### src/rtl/hs_pkg.sv
// Shared constants and sizing helpers for the valid/ready handshake blocks.
package hs_pkg;

    localparam int HS_DATA_W = 8;
    localparam int HS_DEPTH  = 4;

    function automatic int hs_clog2(input int value);
        int r;
        r = 32'sd0;
        for (int i = 0; i < 31; i++) begin
            if ((32'sd1 << i) < value) begin
                r = i + 32'sd1;
            end
        end
        return r;
    endfunction

    // Occupancy must represent 0..DEPTH inclusive, hence one bit beyond the pointer width.
    function automatic int hs_cnt_w(input int depth);
        return hs_clog2(depth) + 32'sd1;
    endfunction

    localparam int HS_CNT_W = hs_cnt_w(HS_DEPTH);

endpackage

### src/rtl/hs_fifo_mem.sv
// DEPTH x DATA_W storage array with one write port and an asynchronous read port.
module hs_fifo_mem
    import hs_pkg::*;
#(
    parameter int DATA_W = HS_DATA_W,
    parameter int DEPTH  = HS_DEPTH,
    parameter int ADDR_W = hs_clog2(DEPTH)
)(
    input  logic              clk,
    input  logic              we,
    input  logic [ADDR_W-1:0] waddr,
    input  logic [DATA_W-1:0] wdata,
    input  logic [ADDR_W-1:0] raddr,
    output logic [DATA_W-1:0] rdata
);

    logic [DATA_W-1:0] mem_r [DEPTH];

    // Storage write; contents intentionally carry no reset.
    always_ff @(posedge clk) begin
        if (we) begin
            mem_r[waddr] <= wdata;
        end
    end

    assign rdata = mem_r[raddr];

endmodule

### src/rtl/hs_fifo_slice.sv
// Parametrised valid/ready buffer with optional fall-through, occupancy status and flush.
module hs_fifo_slice
    import hs_pkg::*;
#(
    parameter int DATA_W       = HS_DATA_W,
    parameter int DEPTH        = HS_DEPTH,
    parameter bit FALL_THROUGH = 1'b0,
    parameter int CNT_W        = hs_cnt_w(DEPTH)
)(
    input  logic              clk,
    input  logic              rst,
    input  logic              flush,
    input  logic              s_valid,
    input  logic [DATA_W-1:0] s_data,
    output logic              s_ready,
    output logic              m_valid,
    output logic [DATA_W-1:0] m_data,
    input  logic              m_ready,
    output logic [CNT_W-1:0]  count,
    output logic              full,
    output logic              empty
);

    localparam int               PTR_W    = hs_clog2(DEPTH);
    localparam logic [CNT_W-1:0] CNT_FULL = CNT_W'(DEPTH);
    localparam logic [CNT_W-1:0] CNT_ONE  = {{(CNT_W-1){1'b0}}, 1'b1};
    localparam logic [PTR_W-1:0] PTR_ONE  = {{(PTR_W-1){1'b0}}, 1'b1};

    logic [PTR_W-1:0]  wr_ptr_r;
    logic [PTR_W-1:0]  rd_ptr_r;
    logic [CNT_W-1:0]  count_r;
    logic [DATA_W-1:0] rdata_s;
    logic              empty_s;
    logic              full_s;
    logic              bypass_s;
    logic              wr_fire_s;
    logic              rd_fire_s;
    logic              store_wr_s;
    logic              store_rd_s;

    assign empty_s  = (count_r == {CNT_W{1'b0}});
    assign full_s   = (count_r == CNT_FULL);
    assign bypass_s = FALL_THROUGH && empty_s;

    // Ready depends only on state, flush and reset, never on m_ready.
    assign s_ready = !full_s && !flush && !rst;
    assign m_valid = !flush && !rst && (bypass_s ? s_valid : !empty_s);
    assign m_data  = bypass_s ? s_data : rdata_s;

    assign wr_fire_s  = s_valid && s_ready;
    assign rd_fire_s  = m_valid && m_ready;
    // A bypass transfer moves the word straight through and leaves storage untouched.
    assign store_wr_s = wr_fire_s && !(bypass_s && rd_fire_s);
    assign store_rd_s = rd_fire_s && !empty_s;

    assign count = count_r;
    assign full  = full_s;
    assign empty = empty_s;

    // Pointer and occupancy update; flush discards everything and ignores same-cycle transfers.
    always_ff @(posedge clk or posedge rst) begin
        if (rst) begin
            wr_ptr_r <= {PTR_W{1'b0}};
            rd_ptr_r <= {PTR_W{1'b0}};
            count_r  <= {CNT_W{1'b0}};
        end else if (flush) begin
            wr_ptr_r <= {PTR_W{1'b0}};
            rd_ptr_r <= {PTR_W{1'b0}};
            count_r  <= {CNT_W{1'b0}};
        end else begin
            if (store_wr_s) begin
                wr_ptr_r <= wr_ptr_r + PTR_ONE;
            end else begin
                wr_ptr_r <= wr_ptr_r;
            end
            if (store_rd_s) begin
                rd_ptr_r <= rd_ptr_r + PTR_ONE;
            end else begin
                rd_ptr_r <= rd_ptr_r;
            end
            case ({store_wr_s, store_rd_s})
                2'b10:   count_r <= count_r + CNT_ONE;
                2'b01:   count_r <= count_r - CNT_ONE;
                default: count_r <= count_r;
            endcase
        end
    end

    hs_fifo_mem #(
        .DATA_W (DATA_W),
        .DEPTH  (DEPTH),
        .ADDR_W (PTR_W)
    ) u_mem (
        .clk   (clk),
        .we    (store_wr_s),
        .waddr (wr_ptr_r),
        .wdata (s_data),
        .raddr (rd_ptr_r),
        .rdata (rdata_s)
    );

endmodule

### config.mk
export PLATFORM = sky130hd
export DESIGN_NAME = hs_fifo_slice
export DESIGN_NICKNAME = d
export VERILOG_FILES = /design/src/rtl/hs_pkg.sv /design/src/rtl/hs_fifo_mem.sv /design/src/rtl/hs_fifo_slice.sv
export SDC_FILE = /design/constraint.sdc
export NUM_CORES = 1
export LEC_CHECK = 0
export CAP_MARGIN = 5
export CORE_MARGIN = 2
export CORE_UTILIZATION = 35
export CTS_BUF_LIST = sky130_fd_sc_hd__clkbuf_2 sky130_fd_sc_hd__clkbuf_4 sky130_fd_sc_hd__clkbuf_8
export DETAILED_ROUTE_END_ITERATION = 16
export GPL_TIMING_DRIVEN = 0
export HOLD_SLACK_MARGIN = 0.15
export PLACE_DENSITY = 0.59
export SYNTH_ARGS = -nofsm -noshare
export SYNTH_HDL_FRONTEND = slang
export SYNTH_SLANG_ARGS = --single-unit
### constraint.sdc
create_clock -name clk -period 2.2 [get_ports clk]
set_clock_uncertainty 0.15 [all_clocks]
set_input_delay 0.44 -clock clk [delete_from_list [all_inputs] [get_ports clk]]
set_output_delay 0.44 -clock clk [all_outputs]
set_load 0.01 [all_outputs]
==> results of run 1 <==
cell families (layout without fill, tap and decap cells):
group,after synthesis,after routing,share of synthesized area [%]
compound gates,8,8,3.74
xor+xnor,4,4,3.16
fa+ha+maj,5,5,4.11
buf+inv,10,55,2.79
flops,39,39,66.7
mux,10,10,11.8
simple gates,23,23,7.71
layout make-up:
cell class | count | area (um2)
Clock buffer | 5 | 68.8
Sequential cell | 39 | 1140
Tap cell | 67 | 83.8
Inverter | 6 | 22.5
Clock inverter | 3 | 43.8
Fill cell | 403 | 2430
Multi-Input combinational cell | 50 | 554
Timing Repair Buffer | 39 | 355
Buffer | 2 | 20.0
power groups by stage:
stage	combinational [mW]	sequential [mW]	clock, mW
after floorplan	0.237	0.904	0
after global placement	0.437	0.901	0
after detailed placement	0.444	0.905	0
after CTS	0.528	0.864	0.603
after global routing	0.607	0.870	0.635
final	0.559	0.865	0.582
per-stage QoR:
stage          power (mW)  cells  hold WS [ps]  TNS (ps)
2_1_floorplan        1.14     99          93.3    -0.430
3_3_place_gp         1.34    192           410    -11190
3_5_place_dp         1.35    192           418    -11410
4_1_cts              1.99    210           183     -36.8
5_1_grt              2.11    211           191     -67.2
6_report             2.01    211           188     -2.69
worst max-delay path by stage:
stage,endpoint,startpoint,slack [ps]
finish,count[2],count[1],-3
global route,count[2],count[1],-70
CTS,count[2],count[0],-40
detailed placement,count[2],rst,-570
global placement,count[2],rst,-530
floorplan,count[2],flush,-0.4
cells in the mapped netlist, drive strengths merged, types with 2 or more instances:
cell type  number  area (um2)
and2            4        25.0
nor2            5        21.3
ha              4        50.1
nand2           3        13.8
edfxtp         32         961
xnor2           2        36.3
buf             4        25.0
xor2            2        17.5
mux4            8         180
nand3           2        10.0
o21ai           2        10.0
inv             6        22.5
dfrtp           7         175
nor3            4        20.0
critical path: cells and delay by family, from the launching register on:
kind / cells / cell delay (ps)
compound gates: 3 / 640
buf+inv: 1 / 160
simple gates: 3 / 280
fa+ha+maj: 1 / 440
flops: 1 / 420
timing repair:
action,in CTS,in global routing
resized for setup,34,13
setup buffers,11,2
pin swaps,3,7
setup endpoints to repair,23,10
hold endpoints to repair,0,0
routing by layer:
layer	share of wire [%]	vias up
li1	-	464
met1	42	494
met2	53	24
met3	3.8	5
met4	1.6	0
met5	0	-
state kept, by name, indices dropped and copies added, names as in the netlist:
register	cells
rd_ptr_r	2
u_mem.mem_r	32
wr_ptr_r	2
count	3
==> impl_metrics.yaml, run 1 <==
synthesis:
  synth_cells: 99
  ys_types: 33
  synthArstFlopShare_pct: 17.9
  ys_seq_elements: 39
  ys_warn_count: 0
  synth_ff_type: "edfxtp_1"
  syn-cell-area_um2: 1700
  synth_nets: 117
  avgSynthCellArea_um2: 17.2
  synth_enable_flop_cells: 32
  ys_seq_area_share_pct: 66.7
routing:
  via_per_inst: 4.68
  via_count: 987
  wl_um: 3280
  dr.pass1.iters: 4
  postRouteAntennaNets: 0
  drt_iter0_markers: 24
  drc: 0
  wl_per_cell_um: 15.5
pwr:
  ir_drop_uv: 327
  clkPwrFrac_pct: 29.0
  pwr-share-comb_pct: 27.9
  p_leak_nw: 0.846
  internal-power_mw: 1.49
  p_seq_share_pct: 43.1
  powerDensity_nw_per_um2: 876
  p_switching_uw: 521
  switching_share_pct: 26.0
global_route:
  antenna_found_initial: 0
  gr-usage-met3_pct: 3.70
  grt_max_degree: 14
  gr-max-usage-layer: "met2"
  grt_first_pass_wirelength_um: 5170
  grt_pass1_vias: 1054
  grt_overflow_total: 0
  use_met2_pct: 22.8
  grtUsageTotal_pct: 13.3
  grt.met1_usage_pct: 15.7
floorplan:
  coreArea_um2: 4720
  die_y_um: 73.8
  io_pins: 28
  rows: 25
  die_x_um: 73.8
  die_area_um2: 5440
  start_util_pct: 36.1
place:
  pre_cts_ws_ps: -575
  dpl.hpwl_um: 2120
  globalplace.congestion: 0.769
  portBuffers: 26
  placedInstanceArea_um2: 2080
timing:
  finalHoldViolCount: 0
  report.final.slew_viol_count: 0
  setup_viol: 1
  period_share_pct: 100
  fin_crit_ps: 2200
  slew_headroom_pct: 69.5
  max_freq_mhz: 454
  rsz0062_at_grt: "yes"
  fin_ws_ps: -2.69
  tightestPinTransition_ps: 457
critical_path:
  path_max_fanout: 6
  r2r_cells: 8
  regToRegSetupSlack_ps: -3
  critPathMaxStageDelay_ps: 440
  crit_slowest_cell: "fa_2"
  r2r-end: "count[2]"
  cp.required_ps: 2230
  worstSetupStartpointType: "register"
  worst_setup_path_end_kind: "register"
  arrival_ps: 2230
  rr_startpoint: "count[1]"
  path_cells: "buf_4, o31a_1, nand2_4, nor2_4, fa_2, nor3_2, a311oi_2, o22a_1"
  crit_type: "register to register"
clock_tree:
  cts_tree: "built"
  max-clock-path-buffers: 2
  h-tree-depth: 2
  clock_latency_ps: 290
  root_buffer: "clkbuf_8"
  clk_pin_slew_ps: 80
  cts_sinks: 39
  numCtsBuffers: 5
  cts-hold-fix-buffers: 0
cells_and_area:
  area_growth_pct: 34.4
  final_util_pct: 48.5
  layout_commonest_cell: "edfxtp_1"
  nets: 161
  design_area_um2: 2290
  mostFrequentLayoutCells: "edfxtp_1 (32), clkdlybuf4s50_1 (13), buf_4 (10)"
  diodes: 0
  drive_gt1_share_pct: 36.8
run_status:
  outcome: "finished, violations left"
  violations: "setup timing"
run:
  max_cap_viol_count: 0
hold_path:
  hold_path.class: "input port to asynchronous set/reset pin"
(Power assumes the default switching activity.)
==> inputs of run 2 (changes only) <==
--- a/config.mk
+++ b/config.mk
@@ -12,7 +12,8 @@
 export DETAILED_ROUTE_END_ITERATION = 16
 export GPL_TIMING_DRIVEN = 0
 export HOLD_SLACK_MARGIN = 0.15
-export PLACE_DENSITY = 0.59
+export PLACE_DENSITY = 0.6
 export SYNTH_ARGS = -nofsm -noshare
 export SYNTH_HDL_FRONTEND = slang
+export SYNTH_HIERARCHICAL = 1
 export SYNTH_SLANG_ARGS = --single-unit
==> run 2 against run 1 <==
Against the previous run: area after synthesis fell by 3.6%; first-iteration DRC count up 75%; critical path type unchanged; largest cell class unchanged; clock power is 3.6% lower; the run now ends clean; final area fell by 5.7%; sequential power shrank 4.2%.
==> impl_metrics.yaml, run 2 <==
run_status:
  outcome: "completed"
cells_and_area:
  design_area_um2: 2160
  top_register: "u_mem/mem_r"
  largest_reg_flops: 32
  area_growth_pct: 31.4
  layout_commonest_cell: "edfxtp_1"
  nets: 148
  mostFrequentLayoutCells: "edfxtp_1 (32), clkdlybuf4s50_1 (12), buf_4 (10)"
  drive_gt1_share_pct: 36.3
  n_fill_cell: 386
  diodes: 0
clock_tree:
  cts_sinks: 39
  clock_latency_ps: 280
  h-tree-depth: 2
  max-clock-path-buffers: 2
  clk_pin_slew_ps: 70
  cts_tree: "built"
  numCtsBuffers: 5
  root_buffer: "clkbuf_8"
  cts-hold-fix-buffers: 0
pwr:
  powerDensity_nw_per_um2: 746
  power_mw: 1.61
  p_leak_nw: 0.816
  ir_drop_uv: 306
place:
  dpl.hpwl_um: 1940
  pre_cts_ws_ps: -505
  placedInstanceArea_um2: 1970
  globalplace.congestion: 0.753
  portBuffers: 26
timing:
  report.final.slew_viol_count: 0
  tightestPinTransition_ps: 733
  slew_headroom_pct: 50.9
  max_freq_mhz: 460
  rsz0062_at_grt: "yes"
  fin_crit_ps: 2170
  setup_viol: 0
  timing.hold.ws_ps: 190
  finalHoldViolCount: 0
  fin_setup_tns_ps: 0
  period_share_pct: 98.8
  fin_ws_ps: 26.3
synthesis:
  ys_types: 31
  yosysTopAreaCellShare_pct: 58.5
  synthArstFlopShare_pct: 17.9
  ys_warn_count: 6
  ys_top_cells_by_count: "edfxtp_1 (32), mux4_2 (8), dfrtp_1 (7)"
  yosys.area.top_type: "edfxtp_1"
  ys_seq_elements: 39
  synth.area.top_cells: "edfxtp_1 (58%), mux4_2 (11%), dfrtp_1 (11%)"
  ys_seq_area_share_pct: 69.2
  synth_most_common_cell: "edfxtp_1"
  synth_enable_flop_cells: 32
  syn-cell-area_um2: 1640
  synth_cells: 90
  synth_ff_type: "edfxtp_1"
  synth_nets: 104
  avgSynthCellArea_um2: 18.3
run:
  max_cap_viol_count: 0
routing:
  wl_um: 2970
  drc: 0
  route.met3.wl_um: 177
  top_layer: "met4"
  wl_per_cell_um: 15.9
  dr.pass1.iters: 4
  met2_length_um: 1510
  via_per_inst: 5.02
  drt_iter0_markers: 42
  via_count: 939
  wirelength_met1_um: 1240
  postRouteAntennaNets: 0
critical_path:
  path_delay_family: "simple AND/OR/NAND/NOR gates"
  critPathMaxStageDelay_ps: 440
  cp.required_ps: 2220
  crit_type: "register to register"
  crit_slowest_cell: "fa_2"
  worstSetupStartpointType: "register"
  critPathBufInv: 1
  arrival_ps: 2190
  path_cells: "or3b_4, nand3_4, inv_2, nor2_2, fa_2, mux2_4"
  worst_setup_path_end_kind: "register"
  path_max_fanout: 7
global_route:
  grt_max_degree: 13
  antenna_found_initial: 0
  grt_pass1_vias: 981
  grt_first_pass_wirelength_um: 4660
  grtUsageTotal_pct: 12.2
  grt_overflow_total: 0
floorplan:
  coreArea_um2: 4440
  rows: 24
  io_pins: 28
  start_util_pct: 37.0
  die_x_um: 72.5
  die_y_um: 72.5
  die_area_um2: 5260
hold_path:
  hold_path.class: "input port to asynchronous set/reset pin"
==> run 2: what timing repair did <==
item                       CTS  global route
gates cloned                 0             0
pin swaps                    1             0
setup endpoints to repair   22            11
gates resized for setup     32            11
setup buffers                8             3
==> run 2: path summary, 6_finish.rpt <==
kind,cells past startpoint,to,slack [ps],from
max,6,count[1],30,count[0]
min,2,count[2],190,rst
max reg2reg,6,count[1],30,count[0]
min reg2reg,2,rd_ptr_r[1],430,rd_ptr_r[1]
max in group asynchronous,2,count[1],1470,rst
min in group clk,2,wr_ptr_r[1],340,flush
==> run 2: cell families (layout without fill, tap and decap cells) <==
kind of cell	after synthesis	after routing	synth area share [%]
AO/OA/AOI/OAI	3	3	1.45
XOR/XNOR	5	5	3.12
adder cells (fa/ha/maj)	1	1	1.22
AND/OR/NAND/NOR	24	24	10.1
flip-flops	39	39	69.2
multiplexers	10	10	12.5
buffers and inverters	8	53	2.44
==> run 2: layer usage <==
layer  global-route usage (%)  vias up
li1                         -      444
met1                     13.9      454
met2                     20.9       35
met3                     4.17        6
met4                     4.94        0
met5                        0        -
==> run 2: area by class of cell <==
| class | count | area, um2 | share of cell area, % |
|---|---|---|---|
| flip-flops and latches | 39 | 1140 | 52.8 |
| multi-input cells | 43 | 489 | 22.7 |
| repair buffers | 37 | 318 | 14.7 |
| clock buffers | 5 | 68.8 | 3.19 |
| well taps | 52 | 65.1 | 3.01 |
| clock inverters | 3 | 38.8 | 1.80 |
| plain buffers | 3 | 21.3 | 0.986 |
| inverters | 5 | 18.8 | 0.870 |
==> run 2: where the power goes <==
group / internal, mW / leakage, nW / switching [mW]
registers: 0.817 / 0.382 / 0.0117
clock network: 0.332 / 0.0556 / 0.230
logic: 0.119 / 0.379 / 0.101
==> run 2: metrics by stage <==
step	instances	util, %
6_report	187	48.6
4_1_cts	184	47.7
3_3_place_gp	168	44.4
3_5_place_dp	168	44.4
5_1_grt	187	48.6
2_1_floorplan	90	-
